[src/rtl/decoder_scan_pkg.sv]
// Shared types and sizes for the decoder scan sequencer.
// Slot count and index width match the 4-to-16 decoder it drives.
package decoder_scan_pkg;

   localparam int NUM_SLOTS = 16;
   localparam int SLOT_W    = 4;

   typedef enum logic [1:0] {
      IDLE,
      ACTIVE,
      BLANK
   } scan_state_t;

endpackage

[src/rtl/decoder_scan_sequencer_next_slot_finder.sv]
// Circular priority search for the next set mask bit after cur_idx.
// A lone set bit at cur_idx is found on the final step (full lap).
module next_slot_finder
   import decoder_scan_pkg::*;
(
   input  logic [NUM_SLOTS-1:0] mask,
   input  logic [SLOT_W-1:0]    cur_idx,
   output logic [SLOT_W-1:0]    next_idx,
   output logic                 wrapped,
   output logic                 none
);

   logic [SLOT_W-1:0] idx;

   always_comb begin
      next_idx = '0;
      none     = 1'b1;
      idx      = '0;
      for (int k = 1; k <= NUM_SLOTS; k++) begin
         idx = cur_idx + SLOT_W'(k);
         if (none && mask[idx]) begin
            next_idx = idx;
            none     = 1'b0;
         end
      end
      wrapped = !none && (next_idx <= cur_idx);
   end

endmodule

[src/rtl/decoder_scan_sequencer.sv]
// Steps a decoder slot index through a visit mask with a dwell per slot
// and an enable-low blanking gap between slots.
module decoder_scan_sequencer
   import decoder_scan_pkg::*;
#(
   parameter int DWELL_W      = 8,
   parameter int BLANK_CYCLES = 2
)
(
   input  logic                 clk,
   input  logic                 rst_n,
   input  logic                 start,
   input  logic                 stop,
   input  logic [DWELL_W-1:0]   dwell,
   input  logic [NUM_SLOTS-1:0] slot_mask,
   output logic [SLOT_W-1:0]    binary_out,
   output logic                 dec_enable,
   output logic                 busy,
   output logic                 frame_done
);

   localparam int BLANK_W = (BLANK_CYCLES > 0) ? $clog2(BLANK_CYCLES + 1) : 1;
   localparam logic [BLANK_W-1:0] BLANK_LOAD =
      BLANK_W'((BLANK_CYCLES > 0) ? BLANK_CYCLES - 1 : 0);

   scan_state_t       state;
   logic [DWELL_W-1:0] dwell_cnt;
   logic [DWELL_W-1:0] dwell_load;
   logic [BLANK_W-1:0] blank_cnt;
   logic [SLOT_W-1:0]  search_from;
   logic [SLOT_W-1:0]  next_idx;
   logic               wrapped;
   logic               none;
   logic               last_dwell;
   logic               advance;

   // Searching from the top slot in IDLE yields the lowest set bit.
   assign search_from = (state == IDLE) ? SLOT_W'(NUM_SLOTS - 1) : binary_out;
   assign dwell_load  = (dwell == '0) ? '0 : dwell - DWELL_W'(1);
   assign last_dwell  = (state == ACTIVE) && (dwell_cnt == '0);
   assign advance     = ((state == BLANK) && (blank_cnt == '0)) ||
                        ((BLANK_CYCLES == 0) && last_dwell);

   next_slot_finder u_finder (
      .mask     (slot_mask),
      .cur_idx  (search_from),
      .next_idx (next_idx),
      .wrapped  (wrapped),
      .none     (none)
   );

   always_ff @(posedge clk) begin
      if (!rst_n) begin
         state      <= IDLE;
         binary_out <= '0;
         dec_enable <= 1'b0;
         busy       <= 1'b0;
         frame_done <= 1'b0;
         dwell_cnt  <= '0;
         blank_cnt  <= '0;
      end else begin
         frame_done <= 1'b0;
         if (stop) begin
            state      <= IDLE;
            dec_enable <= 1'b0;
            busy       <= 1'b0;
         end else if (advance) begin
            if (none) begin
               state      <= IDLE;
               dec_enable <= 1'b0;
               busy       <= 1'b0;
            end else begin
               state      <= ACTIVE;
               binary_out <= next_idx;
               dwell_cnt  <= dwell_load;
               dec_enable <= 1'b1;
               frame_done <= wrapped;
            end
         end else begin
            unique case (state)
               IDLE: begin
                  if (start && !none) begin
                     state      <= ACTIVE;
                     binary_out <= next_idx;
                     dwell_cnt  <= dwell_load;
                     dec_enable <= 1'b1;
                     busy       <= 1'b1;
                  end
               end
               ACTIVE: begin
                  if (last_dwell) begin
                     state      <= BLANK;
                     dec_enable <= 1'b0;
                     blank_cnt  <= BLANK_LOAD;
                  end else begin
                     dwell_cnt <= dwell_cnt - DWELL_W'(1);
                  end
               end
               BLANK: blank_cnt <= blank_cnt - BLANK_W'(1);
               default: state <= IDLE;
            endcase
         end
      end
   end

endmodule

[config.mk]
export PLATFORM = sky130hd
export DESIGN_NAME = decoder_scan_sequencer
export DESIGN_NICKNAME = d
export VERILOG_FILES = /design/src/rtl/decoder_scan_pkg.sv /design/src/rtl/decoder_scan_sequencer_next_slot_finder.sv /design/src/rtl/decoder_scan_sequencer.sv
export SDC_FILE = /design/constraint.sdc
export NUM_CORES = 1
export LEC_CHECK = 0
export ABC_AREA = 1
export CORE_AREA = 2 2 79 81
export CTS_CLUSTER_DIAMETER = 30
export DETAILED_ROUTE_END_ITERATION = 8
export DIE_AREA = 0 0 81 83
export GPL_TIMING_DRIVEN = 0
export PLACE_DENSITY_LB_ADDON = 0.05
export SETUP_SLACK_MARGIN = 0.05
export SYNTH_ARGS = -nofsm -noshare
export SYNTH_HDL_FRONTEND = slang
export SYNTH_SLANG_ARGS = --single-unit
[constraint.sdc]
create_clock -name clk -period 5.4 [get_ports clk]
set_clock_uncertainty 0.05 [all_clocks]
set_input_delay 0.81 -clock clk [delete_from_list [all_inputs] [get_ports clk]]
set_output_delay 0.81 -clock clk [all_outputs]
set_load 0.005 [all_outputs]
==> results.md, run 1 <==
| Group | Result | Value |
|:---|:---|:---|
| status | Run status | finished clean |
| finish | Layout Cells excl Fill | 746 |
| global routing | Pin count of the biggest net entering global routing | 12 |
| timing | Slew at the pin closest to its max-slew limit | 0.806 ns |
| critical path | Critical path data required time | 5.53 ns |
| min path | Type of the tightest min-delay check | reg2reg |
| cts | Buffer cell driving the clock tree root | sky130_fd_sc_hd__clkbuf_8 |
| cts | Postcts setup bufs | 0 |
| synth | Seq/Total Area, Yosys | 11.2% |
| synth | Post-Synthesis Net Count | 669 |
| finish | Fill cell instance count of the final layout | 560 |
| critical path | Top fanout value on the critical path | 10 |
| critical path | Critical path start-end classification | reg2reg |
| cts | Clock transition at the register clock pins on the worst setup and hold paths after CTS | 0.08 ns |
| finish | Most used cells in the layout excluding fill and tap cells | sky130_fd_sc_hd__nand2_1, sky130_fd_sc_hd__nand3_1, sky130_fd_sc_hd__inv_1 |
| cts | Buffer depth of the longest clock path | 2 |
| critical path | Crit path top cell by count | sky130_fd_sc_hd__nand2_1 |
| placement | Dpl ws | 0.800 ns |
| pwr | Leakage power summed over all cells | 2.00 nW |
| global routing | Initial antenna violation count | 0 |
| cts | PostCTS Resize Cnt | 0 |
| finish | Area added between synthesis and finish | 14.1% |
| synth | Number of distinct standard cells referenced by the synthesized netlist | 41 |
| detailed routing | ANT nets after route | 0 |
| detailed routing | Detailed router's first-iteration violation count | 344 |
| critical path | Critical path capture point type | flop |
| timing | Total negative slack | 0 ns |
| timing | Final Hold Viols | 0 |
| floorplan | Core area | 0.00582 mm² |
| detailed routing | Vias after detailed routing | 4188 |
| timing | Setup ws final | 0.662 ns |
| timing | Minimum period implied by the final worst setup slack | 4.74 ns |
| synth | Post-synth design cell area | 0.00341 mm² |
| detailed routing | Total DRC errors in the routed layout | 0 |
| synth | Instance count of the mapped netlist | 633 |
| pwr | Maximum resistive drop on vdd | 0.200 mV |
| finish | Fraction of layout instances using a drive strength above 1 | 11.0% |
| synth | Cell type with the highest aggregate area in the netlist | sky130_fd_sc_hd__nand2_1 |
| global routing | Global-route usage over all layers | 31.2% |
| finish | Combined area of the multi-input logic cells | 0.00261 mm² |
| placement | IO buf count | 34 |
| cts | TritonCTS clock tree | done |
| floorplan | IO Pins | 35 |
| critical path | Nature of the critical path startpoint | flop |
| global routing | Number of global-route vias before repair | 3770 |
| finish | Final standard cell area without fillers | 0.00389 mm² |
| synth | Yosys synthesis warning count | 0 |
| synth | Top_reg_cell synth | sky130_fd_sc_hd__dfxtp_1 |
| synth | Syn_area_per_cell | 5.38 µm² |
| pwr | Power per unit of standard cell area | 203 mW/mm² |
| floorplan | Initial Utilization | 58.6% |
| synth | Synth top area cells | sky130_fd_sc_hd__nand2_1, sky130_fd_sc_hd__nand3_1, sky130_fd_sc_hd__dfxtp_1 |
| flow run | Max-cap violation count | 0 |
| critical path | Delay of the slowest critical-path stage | 0.50 ns |
| detailed routing | Wirelength per Cell | 13.7 µm |
| placement | Cell count after placement | 742 |
| timing | Share of the clock period used by the worst path | 87.7% |
| floorplan | Die Width | 81 µm |
| floorplan | Die Outline Area | 0.00672 mm² |
| detailed routing | Drt total wl | 10.2 mm |
| finish | Area taken by flip-flops and latches | 380 µm² |
| timing | Setup Viol. Count Final | 0 |
| global routing | Global-route wire length before repair | 17.0 mm |
| placement | Last weighted congestion value of the routability-driven placer | 0.954 |
| cts | Total clock buffers created by CTS | 3 |
| cts | Hold-fix buffers at CTS | 0 |
| critical path | Data arrival time at the worst-slack endpoint | 4.87 ns |
| timing | Relative max-transition margin | 45.7% |
| timing | FMAX | 211 MHz |
| synth | Fraction of synthesis flops using an asynchronous set or reset pin | 0% |
| floorplan | DIE HEIGHT | 83 µm |
| finish | Most common cell after layout, fill and taps aside | sky130_fd_sc_hd__nand2_1 |
| finish | Count of antenna diodes in the layout | 0 |
| detailed routing | Number of optimization iterations in the first detailed-route pass | 5 |
| placement | Placed Instance Area | 0.00384 mm² |
| global routing | Total global routing overflow | 0 |
| cts | Clock sinks | 19 |
| floorplan | Row count | 28 |
| synth | Number of flip-flops and latches in the synthesized netlist | 19 |
| placement | Dpl hpwl | 8.46 mm |
| finish | Final #Nets | 708 |
| synth | Top-area cell type share of the netlist area | 23.7% |
| timing | Setup repair after global routing missed its margin | no |
| cts | Number of levels in the clock H-tree | 1 |
| synth | Count of flip-flops with a built-in enable after synthesis | 0 |
| critical path | Master of the slowest instance on the critical path | sky130_fd_sc_hd__dfxtp_1 |
| detailed routing | Mean number of vias per cell | 5.61 |
| timing | Slew Viols, Final | 0 |
| cts | Source-to-sink clock delay at the later pin of the worst-skew pair | 0.26 ns |
## critical path: cells and delay by family (launching register included)
kind                       cells  cell delay, ns
AOI/OAI and AO/OA              4            0.49
DFF                            1            0.50
and+or+nand+nor               16            1.86
adders and majority gates      2            0.70
buffers and inverters          6            1.07
## cell type report
class	instances	share of cell area [%]
clock buffers	3	1.06
inverters	83	8.02
clock inverters	1	0.129
repair buffers	34	8.76
multi-input cells	517	67.1
well taps	75	2.41
plain buffers	14	2.77
flip-flops and latches	19	9.79
## metal layers
metal	global-route usage, %	vias to the layer above	part of all wire (%)
met4	11.6	0	2.9
li1	-	2127	-
met1	38.2	1862	42
met2	55.2	173	49
met5	0	-	0
met3	3.04	26	6.2
## power breakdown
group          internal, mW  switching (mW)
combinational         0.179           0.349
clock                0.0514          0.0496
sequential            0.150          0.0108
## sequential cells by signal, summed over array words and instances (netlist names)
signal and flops:
dec_enable 1, frame_done 1, dwell_cnt 8, blank_cnt 2
busy 1, state 2, binary_out 4
## stage by stage
step / total power [mW] / hold WS [ns] / util [%]
2_1_floorplan: 0.541 / 0.381 / -
3_3_place_gp: 0.668 / 0.390 / 66.0
3_5_place_dp: 0.679 / 0.399 / 66.0
4_1_cts: 0.778 / 0.410 / 66.8
5_1_grt: 0.857 / 0.428 / 66.8
6_report: 0.790 / 0.405 / 66.8
## path summary, 6_finish.rpt
path,cells after the start,slack (ns),endpoint,from
setup reg to reg,28,0.66,frame_done$_SDFF_PP0_,state[1]$_SDFFE_PP0P_
hold reg to reg,2,0.41,busy$_SDFFE_PP0P_,busy$_SDFFE_PP0P_
setup / recovery,28,0.66,frame_done$_SDFF_PP0_,state[1]$_SDFFE_PP0P_
hold / removal,2,0.41,busy$_SDFFE_PP0P_,busy$_SDFFE_PP0P_
## synth_stat cells, types with 3 or more instances
cell and n:
sky130_fd_sc_hd__nor2_2 5, sky130_fd_sc_hd__nand2_4 3, sky130_fd_sc_hd__nor2_4 8, sky130_fd_sc_hd__buf_6 6
sky130_fd_sc_hd__nor2_1 54, sky130_fd_sc_hd__nand2_1 215, sky130_fd_sc_hd__a21oi_1 15, sky130_fd_sc_hd__nand3b_1 3
sky130_fd_sc_hd__dfxtp_1 19, sky130_fd_sc_hd__o21ai_0 27, sky130_fd_sc_hd__buf_2 5, sky130_fd_sc_hd__nand2_2 19
sky130_fd_sc_hd__inv_1 77, sky130_fd_sc_hd__ha_1 8, sky130_fd_sc_hd__o21bai_1 3, sky130_fd_sc_hd__o21ai_1 4
sky130_fd_sc_hd__nand4_2 6, sky130_fd_sc_hd__inv_2 6, sky130_fd_sc_hd__nand4_1 8, sky130_fd_sc_hd__nor3_1 6
sky130_fd_sc_hd__nand3_1 100, sky130_fd_sc_hd__xor2_1 7, sky130_fd_sc_hd__nand3_2 3
## cells by family after synthesis
| kind of cell | share of synthesized area, % |
|---|---|
| adder cells (fa/ha/maj) | 2.94 |
| buffers and inverters | 12.3 |
| XOR/XNOR | 2.79 |
| AND/OR/NAND/NOR | 60.1 |
| AO/OA/AOI/OAI | 10.7 |
| flip-flops | 11.2 |
Power figures use the tool's default switching activity.
==> run 2, diff against run 1 <==
--- a/config.mk
+++ b/config.mk
@@ -6,6 +6,7 @@
 export NUM_CORES = 1
 export LEC_CHECK = 0
 export ABC_AREA = 1
+export CAP_MARGIN = 20
 export CORE_AREA = 2 2 79 81
 export CTS_CLUSTER_DIAMETER = 30
 export DETAILED_ROUTE_END_ITERATION = 8
@@ -13,6 +14,7 @@
 export GPL_TIMING_DRIVEN = 0
 export PLACE_DENSITY_LB_ADDON = 0.05
 export SETUP_SLACK_MARGIN = 0.05
+export SLEW_MARGIN = 10
 export SYNTH_ARGS = -nofsm -noshare
 export SYNTH_HDL_FRONTEND = slang
 export SYNTH_SLANG_ARGS = --single-unit
==> results of run 2 <==
The final DEF is identical to that of run 1; final timing and power are the same.
